[src/rtl/bomb_game_pkg.sv]
`default_nettype none
// ============================================================================
// Package  : bomb_game_pkg
// Brief    : Shared types and constants for the bomb game sequencer:
//            round state encoding, matrix frame select codes, LFSR taps.
// Revision : 1.0 - initial release
// ============================================================================
package bomb_game_pkg;

    typedef enum logic [2:0] {
        ST_OFF      = 3'd0,
        ST_IDLE     = 3'd1,
        ST_COUNT    = 3'd2,
        ST_DEFUSED  = 3'd3,
        ST_EXPLODED = 3'd4
    } state_t;

    localparam logic [1:0] DISP_BLANK = 2'd0;
    localparam logic [1:0] DISP_BOMB  = 2'd1;
    localparam logic [1:0] DISP_WIN   = 2'd2;
    localparam logic [1:0] DISP_BOOM  = 2'd3;

    // Feedback taps for x^4 + x^3 + 1: bits 3 and 2 of the shift register.
    localparam logic [3:0] LFSR_TAPS = 4'b1100;

    // One shift of the 4-bit Fibonacci LFSR; new bit enters at the LSB.
    function automatic logic [3:0] lfsr_next(input logic [3:0] v);
        return {v[2:0], ^(v & LFSR_TAPS)};
    endfunction

endpackage
`default_nettype wire

[src/rtl/bomb_game_if.sv]
`default_nettype none
// ============================================================================
// Interface : bomb_game_if
// Brief     : Board switches/buttons in, renderer controls and status out.
//             master = board side, slave = game sequencer.
// Revision  : 1.0 - initial release
// ============================================================================
interface bomb_game_if;
    logic       power_sw;
    logic       arm_btn;
    logic [3:0] wire_cut;
    logic       bomb_en;
    logic       fuse_run;
    logic [2:0] fuse_level;
    logic [1:0] disp_sel;
    logic [1:0] secret_idx;
    logic       win;
    logic       fail;
    logic       wires_err;
    logic [3:0] wins;
    logic [3:0] losses;

    modport master (
        output power_sw, arm_btn, wire_cut,
        input  bomb_en, fuse_run, fuse_level, disp_sel, secret_idx,
               win, fail, wires_err, wins, losses
    );

    modport slave (
        input  power_sw, arm_btn, wire_cut,
        output bomb_en, fuse_run, fuse_level, disp_sel, secret_idx,
               win, fail, wires_err, wins, losses
    );
endinterface
`default_nettype wire

[src/rtl/bomb_game_ctrl_fuse_timer.sv]
`default_nettype none
// ============================================================================
// Module   : fuse_timer
// Brief    : Fuse pacing: tick divider, burned-row counter with penalty input
//            and clamp, and the burnt flag. burn_next warns the sequencer that
//            the update at this edge finishes the fuse.
// Revision : 1.0 - initial release
// ============================================================================
module fuse_timer #(
    parameter int TICK_DIV   = 2800,
    parameter int FUSE_STEPS = 4
) (
    input  logic       clk,
    input  logic       rst,
    input  logic       run,
    input  logic       clear,
    input  logic       penalty,
    output logic [2:0] level,
    output logic       burn_next
);
    localparam int             CW        = (TICK_DIV > 1) ? $clog2(TICK_DIV) : 1;
    localparam logic [CW-1:0]  TICK_LAST = CW'(TICK_DIV - 1);
    localparam logic [3:0]     STEPS     = 4'(FUSE_STEPS);

    logic [CW-1:0] tick_cnt;
    logic          burnt;
    logic          active;
    logic          tick;
    logic          pen;
    logic [3:0]    sum;
    logic [2:0]    level_next;

    // Tick and penalty add up to two rows in one update; result clamps at the fuse end.
    always_comb begin
        active     = run && !burnt;
        tick       = active && (tick_cnt == TICK_LAST);
        pen        = active && penalty;
        sum        = {1'b0, level} + {3'b000, tick} + {3'b000, pen};
        level_next = sum[2:0];
        burn_next  = 1'b0;
        if (sum >= STEPS) begin
            level_next = STEPS[2:0];
            burn_next  = active;
        end
    end

    // Divider and row counter; clear restarts the fuse for a new round.
    always_ff @(posedge clk or posedge rst) begin
        if (rst) begin
            tick_cnt <= '0;
            level    <= 3'd0;
            burnt    <= 1'b0;
        end else if (clear) begin
            tick_cnt <= '0;
            level    <= 3'd0;
            burnt    <= 1'b0;
        end else if (active) begin
            tick_cnt <= tick ? '0 : tick_cnt + 1'b1;
            level    <= level_next;
            burnt    <= burn_next;
        end
    end
endmodule
`default_nettype wire

[src/rtl/bomb_game_ctrl.sv]
`default_nettype none
// ============================================================================
// Module   : bomb_game_ctrl
// Brief    : Round sequencer for the bomb board: power/arm/countdown FSM,
//            input edge detect, secret-wire LFSR, wire-cut judging, frame
//            select and saturating win/loss scores.
// Revision : 1.0 - initial release
// ============================================================================
module bomb_game_ctrl #(
    parameter int         TICK_DIV   = 2800,
    parameter int         FUSE_STEPS = 4,
    parameter logic [3:0] LFSR_SEED  = 4'b1001
) (
    input  logic       clk,
    input  logic       rst,
    bomb_game_if.slave bus
);
    import bomb_game_pkg::*;

    state_t     state, state_next;
    logic       arm_q, arm_rise;
    logic [3:0] wire_cut_q, cut_rise;
    logic [3:0] lfsr;
    logic       start, refuse, secret_hit, wrong_cut, arm_ok, arm_bad;
    logic       run, clear, penalty, burn_next;
    logic [2:0] level;
    logic [1:0] disp_next;
    logic       bomb_en, fuse_run, win, fail, wires_err;
    logic [1:0] disp_sel, secret_idx;
    logic [3:0] wins, losses;

    fuse_timer #(
        .TICK_DIV   (TICK_DIV),
        .FUSE_STEPS (FUSE_STEPS)
    ) u_fuse (
        .clk       (clk),
        .rst       (rst),
        .run       (run),
        .clear     (clear),
        .penalty   (penalty),
        .level     (level),
        .burn_next (burn_next)
    );

    // Registered rising-edge pulses; wire_cut_q is the wire state seen with arm_rise.
    always_ff @(posedge clk or posedge rst) begin
        if (rst) begin
            arm_q      <= 1'b0;
            arm_rise   <= 1'b0;
            wire_cut_q <= 4'd0;
            cut_rise   <= 4'd0;
        end else begin
            arm_q      <= bus.arm_btn;
            arm_rise   <= bus.arm_btn & ~arm_q;
            wire_cut_q <= bus.wire_cut;
            cut_rise   <= bus.wire_cut & ~wire_cut_q;
        end
    end

    // Secret-wire source; frozen while the board is off.
    always_ff @(posedge clk or posedge rst) begin
        if (rst) lfsr <= LFSR_SEED;
        else if (state != ST_OFF) lfsr <= lfsr_next(lfsr);
    end

    // Next-state, fuse control and next frame select.
    always_comb begin
        state_next = state;
        start      = 1'b0;
        refuse     = 1'b0;
        secret_hit = (cut_rise == (4'b0001 << secret_idx));
        wrong_cut  = (cut_rise != 4'd0) && !secret_hit;
        arm_ok     = arm_rise && (wire_cut_q == 4'd0);
        arm_bad    = arm_rise && (wire_cut_q != 4'd0);
        run        = (state == ST_COUNT) && bus.power_sw;
        penalty    = (state == ST_COUNT) && wrong_cut;
        case (state)
            ST_OFF: if (bus.power_sw) state_next = ST_IDLE;
            ST_IDLE, ST_DEFUSED, ST_EXPLODED: begin
                if (arm_ok) begin
                    state_next = ST_COUNT;
                    start      = 1'b1;
                end else if (arm_bad) begin
                    refuse = 1'b1;
                end
            end
            // Burning out wins over a concurrent secret cut.
            ST_COUNT: begin
                if (burn_next)       state_next = ST_EXPLODED;
                else if (secret_hit) state_next = ST_DEFUSED;
            end
            default: state_next = ST_OFF;
        endcase
        if (!bus.power_sw) begin
            state_next = ST_OFF;
            start      = 1'b0;
            refuse     = 1'b0;
        end
        clear = start || (state_next == ST_OFF) || (state_next == ST_IDLE);
        case (state_next)
            ST_IDLE, ST_COUNT: disp_next = DISP_BOMB;
            ST_DEFUSED:        disp_next = DISP_WIN;
            ST_EXPLODED:       disp_next = DISP_BOOM;
            default:           disp_next = DISP_BLANK;
        endcase
    end

    // State register and registered outputs, scores counted once on result entry.
    always_ff @(posedge clk or posedge rst) begin
        if (rst) begin
            state      <= ST_OFF;
            bomb_en    <= 1'b0;
            fuse_run   <= 1'b0;
            disp_sel   <= DISP_BLANK;
            win        <= 1'b0;
            fail       <= 1'b0;
            secret_idx <= 2'd0;
            wires_err  <= 1'b0;
            wins       <= 4'd0;
            losses     <= 4'd0;
        end else begin
            state    <= state_next;
            bomb_en  <= (state_next != ST_OFF);
            fuse_run <= (state_next == ST_COUNT);
            disp_sel <= disp_next;
            win      <= (state_next == ST_DEFUSED);
            fail     <= (state_next == ST_EXPLODED);
            if (state_next == ST_OFF) begin
                secret_idx <= 2'd0;
                wires_err  <= 1'b0;
            end else if (start) begin
                secret_idx <= lfsr[1:0];
                wires_err  <= 1'b0;
            end else if (refuse) begin
                wires_err <= 1'b1;
            end
            if (state_next == ST_DEFUSED && state != ST_DEFUSED && wins != 4'hF)
                wins <= wins + 4'd1;
            if (state_next == ST_EXPLODED && state != ST_EXPLODED && losses != 4'hF)
                losses <= losses + 4'd1;
        end
    end

    assign bus.bomb_en    = bomb_en;
    assign bus.fuse_run   = fuse_run;
    assign bus.fuse_level = level;
    assign bus.disp_sel   = disp_sel;
    assign bus.secret_idx = secret_idx;
    assign bus.win        = win;
    assign bus.fail       = fail;
    assign bus.wires_err  = wires_err;
    assign bus.wins       = wins;
    assign bus.losses     = losses;
endmodule
`default_nettype wire

[src/flat_wrapper.sv]
// flat-port wrapper written by rule: the top's interface ports become plain ports
module bomb_game_ctrl_flat import bomb_game_pkg::*;
#(
    parameter int         TICK_DIV   = 2800,
    parameter int         FUSE_STEPS = 4,
    parameter logic [3:0] LFSR_SEED  = 4'b1001
)
  (clk, rst, bus_power_sw, bus_arm_btn, bus_wire_cut, bus_bomb_en, bus_fuse_run, bus_fuse_level, bus_disp_sel, bus_secret_idx, bus_win, bus_fail, bus_wires_err, bus_wins, bus_losses);
  bomb_game_if bus_i ();
  input  logic clk;
  input  logic rst;
  input wire logic [$bits(bus_i.power_sw)-1:0] bus_power_sw;
  input wire logic [$bits(bus_i.arm_btn)-1:0] bus_arm_btn;
  input wire logic [$bits(bus_i.wire_cut)-1:0] bus_wire_cut;
  output wire logic [$bits(bus_i.bomb_en)-1:0] bus_bomb_en;
  output wire logic [$bits(bus_i.fuse_run)-1:0] bus_fuse_run;
  output wire logic [$bits(bus_i.fuse_level)-1:0] bus_fuse_level;
  output wire logic [$bits(bus_i.disp_sel)-1:0] bus_disp_sel;
  output wire logic [$bits(bus_i.secret_idx)-1:0] bus_secret_idx;
  output wire logic [$bits(bus_i.win)-1:0] bus_win;
  output wire logic [$bits(bus_i.fail)-1:0] bus_fail;
  output wire logic [$bits(bus_i.wires_err)-1:0] bus_wires_err;
  output wire logic [$bits(bus_i.wins)-1:0] bus_wins;
  output wire logic [$bits(bus_i.losses)-1:0] bus_losses;
  assign bus_i.power_sw = bus_power_sw;
  assign bus_i.arm_btn = bus_arm_btn;
  assign bus_i.wire_cut = bus_wire_cut;
  assign bus_bomb_en = bus_i.bomb_en;
  assign bus_fuse_run = bus_i.fuse_run;
  assign bus_fuse_level = bus_i.fuse_level;
  assign bus_disp_sel = bus_i.disp_sel;
  assign bus_secret_idx = bus_i.secret_idx;
  assign bus_win = bus_i.win;
  assign bus_fail = bus_i.fail;
  assign bus_wires_err = bus_i.wires_err;
  assign bus_wins = bus_i.wins;
  assign bus_losses = bus_i.losses;
  bomb_game_ctrl #(.TICK_DIV(TICK_DIV), .FUSE_STEPS(FUSE_STEPS), .LFSR_SEED(LFSR_SEED)) u_core (.clk(clk), .rst(rst), .bus(bus_i));
endmodule
[config.mk]
export PLATFORM = sky130hd
export DESIGN_NAME = bomb_game_ctrl_flat
export DESIGN_NICKNAME = d
export VERILOG_FILES = /design/src/rtl/bomb_game_pkg.sv /design/src/rtl/bomb_game_if.sv /design/src/rtl/bomb_game_ctrl_fuse_timer.sv /design/src/rtl/bomb_game_ctrl.sv /design/src/flat_wrapper.sv
export SDC_FILE = /design/constraint.sdc
export NUM_CORES = 1
export LEC_CHECK = 0
export ABC_AREA = 1
export CAP_MARGIN = 20
export CORE_UTILIZATION = 60
export CTS_CLUSTER_SIZE = 8
export DETAILED_ROUTE_END_ITERATION = 6
export PLACE_DENSITY_LB_ADDON = 0.12
export SLEW_MARGIN = 15
export SYNTH_ARGS = -nofsm -noshare
export SYNTH_HDL_FRONTEND = slang
export SYNTH_HIERARCHICAL = 1
export SYNTH_SLANG_ARGS = --single-unit
export TNS_END_PERCENT = 10
[constraint.sdc]
create_clock -name clk -period 5.5 [get_ports clk]
set_input_delay 1.1 -clock clk [delete_from_list [all_inputs] [get_ports clk]]
set_output_delay 1.1 -clock clk [all_outputs]
set_load 0.005 [all_outputs]
==> impl_metrics.ini <==
[outcome]
outcome = finished clean

[timing]
setup_slack_ns = 0.801
fmax_ghz = 0.213
setup_viol = 0
rsz0062_at_grt = no
relSlewSlack_pct = 59.2
hold_violations = 0
fin_worst_hold_slack_ns = 0.416
worst_pin_slew_ns = 0.611
final.min_clock_period_ns = 4.70
slew_violations = 0
setup_tns_ns = 0
period_share_pct = 85.4
fin_skew_ns = 0.00681

[floorplan]
fp.dieArea_um2 = 4490
rows = 23
coreArea_um2 = 4030
start_util_pct = 62.9
ios = 28
die_y_um = 67.0
fp.dieW_um = 67.0

[clocking]
clkLatencyLatePin_ns = 0.30
clockBufferDepth = 2
cts_tree = yes
cts_buffers = 5
post_cts_buffers = 0
root_buffer = clkbuf_8
htreeDepth = 2
cts_hold_buf = 0
cts_resized = 0
clk_pin_slew_ns = 0.09
cts.sinks = 50

[synth]
postSynthCellCount = 311
synth-seq-cells = 50
synth_common_cells = nand2_1, dfrtp_1, inv_1
synth_top_area_share_pct = 47.4
ys_warn_count = 6
synth_area_per_cell_um2 = 8.15
ys_types = 32
yosysTopAreaCell = dfrtp_1
synth_area_um2 = 2530
ys_seq_area_share_pct = 49.5
synthArstFlopShare_pct = 100
synthTopCellsByArea = dfrtp_1, nand2_1, inv_1, nor2_1, nand3_1
synth_edf_count = 0
synth_fp_nets = 324
ys.flop_type = dfrtp_1
synth_most_common_cell = nand2_1

[layout]
fin_cells = 397
syn_to_final_growth_pct = 17.0
n_fill_cell = 329
drive_gt1_share_pct = 11.5
n_antenna_cell = 0
fin_area_um2 = 2960
finish.net_count = 359

[place]
port_buffers = 27
dpl.cell_count = 389
place_hpwl_um = 3720
place.gp.congestion = 0.886
dp_slack_ns = 0.591
place_area_um2 = 2870

[critical_path]
cp.required_ns = 5.70
cp-end-kind = register
worst_ep_arrival_time_ns = 4.90
path_cells = clkdlybuf4s50_1 -> inv_2 -> nor2_1 -> nand2_2 -> inv_1 -> nand3_1 -> nor3_1 -> fa_1 -> ha_1 -> or2_2 -> a31oi_1 -> inv_1 -> nand3_1 -> nand3_1 -> nand3_2 -> inv_2 -> o21ai_0 -> inv_1 -> nand2_2 -> inv_2 -> nor2_1 -> nand2_1 -> o21ai_0 -> nor2_1
critPathSlowestCell = clkdlybuf4s50_1
crit_type = primary input to register
start_kind = primary input
reg2reg_depth = 24
r2r_end = u_core/u_fuse/tick_cnt[6]
worst-path-max-fanout = 10
critical-path-max-stage-delay_ns = 0.55
reg2reg_slack_ns = 1.61
r2r-start = u_core/state[2]

[global_route]
grt_pass1_vias = 2054
grt_max_degree = 35
grt_usage_pct = 25.0
grt_pass1_wl_um = 8370
antenna_found_initial = 0
grt.overflow.total = 0

[detailed_routing]
via_per_inst = 5.26
drtIter0Drc = 133
drt_pass1_iterations = 4
drc = 0
wirelength_um = 4960
vias = 2087
wl_per_cell_um = 12.5
antenna_left = 0

[hold_path]
hold_path_startpoint = u_core/arm_q
min_to = u_core/arm_rise
hp-class = register to register
min_path_cells = 1

[power]
power.density_nw_per_um2 = 211
vdd_ir_drop_max_uv = 217
p_leak_nw = 1.42

[job]
cap_violations = 0
kinds of logic after synthesis:
family	Yosys count	synth area share, %
flip-flops	50	49.5
buffers and inverters	46	6.81
XOR/XNOR	7	2.42
adder cells (fa/ha/maj)	5	2.77
AO/OA/AOI/OAI	30	7.01
AND/OR/NAND/NOR	173	31.5
where the power goes:
group          switching (W)   total, W  internal, W
Combinational      0.0000238  0.0000393    0.0000155
Clock               0.000118   0.000207    0.0000893
Sequential        0.00000473   0.000379     0.000374
Total               0.000146   0.000625     0.000479
per-stage QoR:
stage	util, %	power [W]
after floorplan	-	0.000407
after global placement	71.3	0.000424
after detailed placement	71.3	0.000426
after CTS	73.6	0.000632
after global routing	73.6	0.000653
final	73.6	0.000625
worst max-delay path, delay by kind of cell:
kind / cells / cell delay, ns
simple gates: 12 / 1.43
buf+inv: 7 / 1.21
fa+ha+maj: 2 / 0.59
compound gates: 3 / 0.57
area by class of cell:
cell class	instances	area (um^2)	share of cell area, %
sequential	50	1250	42.3
multi-input combinational	215	1110	37.4
timing repair buffer	28	278	9.37
inverter	46	173	5.83
clock buffer	5	68.8	2.32
tap	50	62.6	2.11
clock inverter	3	21.3	0.718
layout by cell type, fill, tap and decap left out, types with 4 or more instances in the layout:
master / count
nand2_1: 79
dfrtp_1: 48
inv_1: 40
nor2_1: 39
clkdlybuf4s50_1: 27
nand3_1: 24
o21ai_0: 17
inv_2: 6
nor3_1: 6
clkbuf_8: 5
nand2_2: 5
xor2_1: 5
nor2_2: 4
nand3_2: 4
nor2_4: 4
a21oi_1: 4
ha_1: 4
worst max-delay path by stage:
stage                             from                        end  slack [ns]  depth (start not counted)
after floorplan           bus_power_sw  u_core/u_fuse/tick_cnt[6]        1.63                         23
after CTS                 bus_power_sw  u_core/u_fuse/tick_cnt[6]        0.83                         24
after detailed placement  bus_power_sw  u_core/u_fuse/tick_cnt[6]        0.59                         24
after global routing      bus_power_sw  u_core/u_fuse/tick_cnt[6]        0.42                         24
final                     bus_power_sw  u_core/u_fuse/tick_cnt[6]        0.80                         24
after global placement    bus_power_sw  u_core/u_fuse/tick_cnt[6]        0.78                         24
registers in the layout, summed over array words and instances (netlist names):
signal,flops
u_core/u_fuse/tick_cnt,12
u_core/bus.losses,4
u_core/bus.wins,4
u_core/cut_rise,4
u_core/lfsr,4
u_core/wire_cut_q,4
u_core/state,3
u_core/u_fuse/level,3
u_core/bus.disp_sel,2
u_core/bus.secret_idx,2
u_core/arm_q,1
u_core/arm_rise,1
u_core/bus.bomb_en,1
u_core/bus.fail,1
u_core/bus.fuse_run,1
u_core/bus.win,1
u_core/bus.wires_err,1
u_core/u_fuse/burnt,1
per-layer routing:
layer | vias to the layer above | wire, um | global-route usage [%]
met5 | - | 0 | 0
met4 | 0 | 67 | 10.4
met3 | 10 | 212 | 6.16
met2 | 53 | 2480 | 44.1
met1 | 978 | 2190 | 28.7
li1 | 1046 | - | -
(Power assumes the default switching activity.)
